[src/rtl/scr1_pipe_mprf_dbgacc.sv]
// Debug access port to the multi-port register file (MPRF).
// Serves single-beat GPR writes and multi-beat GPR reads from the debug
// module while the hart is halted. Every command produces at least one
// response beat; illegal commands produce a single error beat.
//
// state | meaning
// ------+---------------------------------------------------------------
// IDLE  | ready for a new command
// READ  | MPRF read port driven with the current address for one cycle
// WRITE | MPRF write port driven from the latched command for one cycle
// RSP   | response beat presented, held until the debugger accepts it
// ERR   | one-cycle bubble before an error response, no MPRF access

module scr1_pipe_mprf_dbgacc #(
  parameter int MPRF_ADDR_WIDTH = 5,
  parameter int XLEN            = 32,
  parameter bit RVE_EN          = 1'b0
) (
  input  logic                       clk,
  input  logic                       rst_n,
  input  logic                       dbg2acc_cmd_vld,
  output logic                       acc2dbg_cmd_rdy,
  input  logic                       dbg2acc_cmd_we,
  input  logic [MPRF_ADDR_WIDTH-1:0] dbg2acc_cmd_addr,
  input  logic [MPRF_ADDR_WIDTH-1:0] dbg2acc_cmd_cnt,
  input  logic [XLEN-1:0]            dbg2acc_cmd_wdata,
  output logic                       acc2dbg_rsp_vld,
  input  logic                       dbg2acc_rsp_rdy,
  output logic [XLEN-1:0]            acc2dbg_rsp_data,
  output logic                       acc2dbg_rsp_err,
  output logic                       acc2dbg_rsp_last,
  input  logic                       hart_halted,
  output logic [MPRF_ADDR_WIDTH-1:0] acc2mprf_rs1_addr,
  input  logic [XLEN-1:0]            mprf2acc_rs1_data,
  output logic                       acc2mprf_w_req,
  output logic [MPRF_ADDR_WIDTH-1:0] acc2mprf_rd_addr,
  output logic [XLEN-1:0]            acc2mprf_rd_data
);

  localparam int AW = MPRF_ADDR_WIDTH;

  // Highest legal GPR index, one bit wider than the address so the
  // addr + cnt range check cannot wrap.
  localparam logic [AW:0] MAX_GPR = RVE_EN ? (AW+1)'(15) : (AW+1)'(31);

  typedef enum logic [2:0] {
    ST_IDLE,
    ST_READ,
    ST_WRITE,
    ST_RSP,
    ST_ERR
  } state_t;

  state_t          state;
  logic [AW-1:0]   addr_q;
  logic [AW-1:0]   cnt_q;
  logic [XLEN-1:0] rsp_data_q;
  logic            rsp_err_q;
  logic            rsp_last_q;
  logic            cmd_rdy_q;
  logic            rsp_vld_q;
  logic [AW-1:0]   rs1_addr_q;
  logic            w_req_q;
  logic [AW-1:0]   rd_addr_q;
  logic [XLEN-1:0] rd_data_q;

  logic [AW:0]     cmd_end;
  logic            cmd_illegal;

  // Legality of the command currently offered on the command channel.
  always_comb begin
    cmd_end     = {1'b0, dbg2acc_cmd_addr} + {1'b0, dbg2acc_cmd_cnt};
    cmd_illegal = ~hart_halted
                | (cmd_end > MAX_GPR)
                | (dbg2acc_cmd_we & (|dbg2acc_cmd_cnt));
  end

  // Access FSM; all outputs are registered and set up on the transition
  // into the state that owns them, so they are clean 0 everywhere else.
  always_ff @(posedge clk or negedge rst_n) begin
    if (!rst_n) begin
      state      <= ST_IDLE;
      addr_q     <= '0;
      cnt_q      <= '0;
      rsp_data_q <= '0;
      rsp_err_q  <= 1'b0;
      rsp_last_q <= 1'b0;
      cmd_rdy_q  <= 1'b1;
      rsp_vld_q  <= 1'b0;
      rs1_addr_q <= '0;
      w_req_q    <= 1'b0;
      rd_addr_q  <= '0;
      rd_data_q  <= '0;
    end else begin
      case (state)
        ST_IDLE: begin
          if (dbg2acc_cmd_vld) begin
            cmd_rdy_q <= 1'b0;
            addr_q    <= dbg2acc_cmd_addr;
            cnt_q     <= dbg2acc_cmd_cnt;
            if (cmd_illegal) begin
              state <= ST_ERR;
            end else if (dbg2acc_cmd_we) begin
              state     <= ST_WRITE;
              w_req_q   <= (dbg2acc_cmd_addr != '0);
              rd_addr_q <= dbg2acc_cmd_addr;
              rd_data_q <= dbg2acc_cmd_wdata;
            end else begin
              state      <= ST_READ;
              rs1_addr_q <= dbg2acc_cmd_addr;
            end
          end
        end

        ST_ERR: begin
          rsp_data_q <= '0;
          rsp_err_q  <= 1'b1;
          rsp_last_q <= 1'b1;
          rsp_vld_q  <= 1'b1;
          state      <= ST_RSP;
        end

        ST_READ: begin
          // The read is still issued when the hart leaves halt; only the
          // data is discarded and the rest of the burst is dropped.
          if (!hart_halted) begin
            rsp_data_q <= '0;
            rsp_err_q  <= 1'b1;
            rsp_last_q <= 1'b1;
          end else begin
            rsp_data_q <= (addr_q == '0) ? '0 : mprf2acc_rs1_data;
            rsp_err_q  <= 1'b0;
            rsp_last_q <= (cnt_q == '0);
          end
          rs1_addr_q <= '0;
          rsp_vld_q  <= 1'b1;
          state      <= ST_RSP;
        end

        ST_WRITE: begin
          w_req_q    <= 1'b0;
          rd_addr_q  <= '0;
          rd_data_q  <= '0;
          rsp_data_q <= '0;
          rsp_err_q  <= 1'b0;
          rsp_last_q <= 1'b1;
          rsp_vld_q  <= 1'b1;
          state      <= ST_RSP;
        end

        ST_RSP: begin
          if (dbg2acc_rsp_rdy) begin
            rsp_vld_q  <= 1'b0;
            rsp_data_q <= '0;
            rsp_err_q  <= 1'b0;
            rsp_last_q <= 1'b0;
            if (rsp_last_q) begin
              cmd_rdy_q <= 1'b1;
              state     <= ST_IDLE;
            end else begin
              addr_q     <= addr_q + 1'b1;
              cnt_q      <= cnt_q - 1'b1;
              rs1_addr_q <= addr_q + 1'b1;
              state      <= ST_READ;
            end
          end
        end

        default: begin
          cmd_rdy_q <= 1'b1;
          state     <= ST_IDLE;
        end
      endcase
    end
  end

  assign acc2dbg_cmd_rdy   = cmd_rdy_q;
  assign acc2dbg_rsp_vld   = rsp_vld_q;
  assign acc2dbg_rsp_data  = rsp_data_q;
  assign acc2dbg_rsp_err   = rsp_err_q;
  assign acc2dbg_rsp_last  = rsp_last_q;
  assign acc2mprf_rs1_addr = rs1_addr_q;
  assign acc2mprf_w_req    = w_req_q;
  assign acc2mprf_rd_addr  = rd_addr_q;
  assign acc2mprf_rd_data  = rd_data_q;

endmodule

[config.mk]
export PLATFORM = sky130hd
export DESIGN_NAME = scr1_pipe_mprf_dbgacc
export DESIGN_NICKNAME = d
export VERILOG_FILES = /design/src/rtl/scr1_pipe_mprf_dbgacc.sv
export SDC_FILE = /design/constraint.sdc
export NUM_CORES = 1
export LEC_CHECK = 0
export ABC_CLOCK_PERIOD_IN_PS = 6000
export BUFFER_PORTS_ARGS = -buffer_cell sky130_fd_sc_hd__buf_2
export CORE_ASPECT_RATIO = 1.5
export CORE_MARGIN = 3
export CORE_UTILIZATION = 40
export DETAILED_ROUTE_END_ITERATION = 10
export PLACE_DENSITY = 0.73
export SYNTH_ARGS = -nofsm -noshare
export SYNTH_HDL_FRONTEND = slang
export SYNTH_SLANG_ARGS = --single-unit
[constraint.sdc]
create_clock -name clk -period 6 [get_ports clk]
set_clock_uncertainty 0.1 [all_clocks]
set_input_delay 0.3 -clock clk [delete_from_list [all_inputs] [get_ports clk]]
set_output_delay 0.3 -clock clk [all_outputs]
set_load 0.02 [all_outputs]
==> summary.md <==
| Metric | Value |
|---|---|
| Status | finished, final reports clean |
| DRT Wirelength | 9816 um |
| Clock slew at reported path FFs | 60 ps |
| Clk buf depth | 2 |
| First-pass GRT wire length | 15610 um |
| Initial antenna violation count | 0 |
| I/O Pins | 159 |
| Layout cell share with drive strength beyond 1 | 0.3822 |
| Max-slew violations | 0 |
| Via-to-Cell Ratio | 5.419 |
| Most frequent cells in the layout | 157 x buf_2, 91 x dfrtp_1, 71 x a22o_1 |
| P&R area growth vs syn | 29.51% |
| Comb power frac | 0.363 |
| Starting DRT DRC Count | 145 |
| Element type at the critical path start | flip-flop |
| Post-Syn Area | 3896 um2 |
| Vias | 3230 |
| Post-Syn Nets | 415 |
| Grt total ovfl | 0 |
| Port-buffer cells | 158 |
| FP Rows | 43 |
| Number of global-route vias before repair | 3143 |
| Yosys reg bits | 92 |
| Sw power | 849.9 uW |
| Post-layout util | 0.5390 |
| Leading cell type in the layout, fill and taps excluded | buf_2 |
| Worst Path Max Fanout | 23 |
| Leakage power | 0.002701 uW |
| Gr usage total | 0.1789 |
| Sequential share of power | 0.397 |
| Final Hold Violating Endpoints | 0 |
| Post-synthesis sequential area ratio | 0.5912 |
| Max-slew headroom | 0.2039 |
| Fin Setup TNS | 0 ps |
| F_max | 0.3578 GHz |
| Pint | 1358 uW |
| Critical Path AT | 2950 ps |
| Antenna viol nets, final | 0 |
| Critical Path RT | 6150 ps |
| Clk Latency, worst-skew pair | 330 ps |
| Async set-or-reset flop fraction in the synthesized netlist | 1.000 |
| Nets@finish | 567 |
| Mapped Cells | 327 |
| Post-synth EDFFs | 0 |
| CTS root buf | clkbuf_16 |
| Min cycle time layout | 2795 ps |
| CORE AREA | 9361 um2 |
| Synth cell types | 42 |
| Clock power frac | 0.240 |
| RePlAce Congestion | 0.8065 |
| Drc violations | 0 |
| Final period util | 0.4658 |
| Dpl hpwl | 7034 um |
| Main area contributors after synthesis | dfrtp_1 58%, a22o_1 16%, ha_1 2.6% |
| RSZ-0062 raised after global routing | no |
| # clock sinks | 92 |
| TritonRoute pass-1 iters | 4 |
| Die area | 10990 um2 |
| Largest net degree at the start of global routing | 49 |
| Dominant synthesized flop cell | dfrtp_1 |
| Switching Fraction | 0.3850 |
| Initial core utilization | 0.4162 |
| Yosys top cell area share | 0.5845 |
| Die W | 86.59 um |
| Setup crit end kind | flip-flop |
| Worst VDD drop | 0.2627 mV |
| CTS tree | done |
| WS Path Type | flip-flop to flip-flop |
| Cell taking the most area after synthesis | dfrtp_1 |
| Ant. Diodes | 0 |
| Warnings, synthesis | 0 |
| H-Tree Depth | 3 |
| Mean Syn Cell Area | 11.92 um2 |
| Die Span Y | 126.9 um |
| Pwr Density | 437.5 nW/um2 |
| Post-CTS Setup Bufs | 0 |
| Worst-Margin Slew | 1194 ps |
| Max Cap Violations | 0 |
| Setup violators final | 0 |
| Total CTS buffers | 9 |
| Avg WL per Cell | 16.47 um |
| Hold WC Path Type | primary input to flip-flop |
## cell usage after synthesis (3+ instances only)
cell type,n
dfrtp_1,91
nand3b_1,3
buf_2,5
mux2_2,5
nand2_1,12
o22a_1,3
inv_1,10
clkbuf_1,13
a211oi_1,3
buf_6,3
or3_1,3
a22o_1,71
o211ai_1,3
o21ai_0,20
nor3_1,5
nor2_1,19
nand3_1,3
ha_1,8
a21oi_1,17
## final cells by class
cell class | instances | area (um2)
Sequential cell | 92 | 2303
Fill cell | 850 | 4315
Inverter | 10 | 37.54
Clock inverter | 4 | 32.53
Timing Repair Buffer | 163 | 833.3
Tap cell | 112 | 140.1
Clock buffer | 12 | 246.5
Multi-Input combinational cell | 203 | 1453
## sequential cells by signal, summed over array words and instances, names as in the netlist, 3 cells and up
name,count
acc2mprf_rs1_addr,5
acc2mprf_rd_data,32
state,3
cnt_q,5
acc2mprf_rd_addr,5
acc2dbg_rsp_data,32
addr_q,5
## metrics by stage
stage               hold WS [ps]  instance area [um2]  total power (uW)  cells  setup slack, ps
floorplan                 -95.59                 3896              1436    327             3911
finish                     75.89                 5046              2208    596             3205
global placement           227.5                 4757              1656    579             3187
detailed placement         233.9                 4757              1687    579             3157
CTS                        63.53                 5046              2225    596             3275
global route               68.11                 5046              2352    596             2987
## critical path: stages (launching register included)
cell      delay (ps)
dfrtp_1          610
nand3b_1         670
o21ai_0          380
nand2b_1         390
or3_1            460
o21ai_0           80
## power by group through the flow
stage	Sequential (uW)	Combinational, uW	Clock [uW]
2_1_floorplan	966	470	0
3_3_place_gp	874	783	0
3_5_place_dp	881	806	0
4_1_cts	874	810	541
5_1_grt	895	886	571
6_report	876	802	529
## per-layer routing
layer / GRT usage / vias up / wire length (um) / share of wire
li1: - / 1531 / - / -
met3: 0.04094 / 11 / 729 / 0.074
met5: 0 / - / 0 / 0
met2: 0.2998 / 120 / 5101 / 0.52
met1: 0.2220 / 1568 / 3845 / 0.39
met4: 0.06881 / 0 / 139 / 0.014
## repair_timing
item | CTS | global route
resized for setup | 0 | 0
hold buffers | 1 | 0
setup endpoints to repair | 0 | 0
hold endpoints to repair | 43 | 0
## cells by family after synthesis
family / share of synthesized area
fa+ha+maj: 0.02569
mux: 0.01702
xor+xnor: 0.006745
compound gates: 0.2453
buf+inv: 0.03821
simple gates: 0.07579
flops: 0.5912
## worst paths after layout
check	startpoint	to	slack [ps]	cells past startpoint
max in group asynchronous	rst_n	acc2mprf_rd_data[10]$_DFFE_PN0P_	4400	3
max	state[1]$_DFFE_PN0P_	cnt_q[0]$_DFFE_PN0P_	3210	5
min	mprf2acc_rs1_data[31]	acc2dbg_rsp_data[31]$_DFFE_PN0P_	80	2
min in group asynchronous	rst_n	cnt_q[0]$_DFFE_PN0P_	400	2
max reg2reg	state[1]$_DFFE_PN0P_	cnt_q[0]$_DFFE_PN0P_	3210	5
min reg2reg	acc2dbg_rsp_vld$_DFFE_PN0P_	acc2dbg_rsp_vld$_DFFE_PN0P_	400	1
No activity file was read; power rests on OpenSTA's default activity.
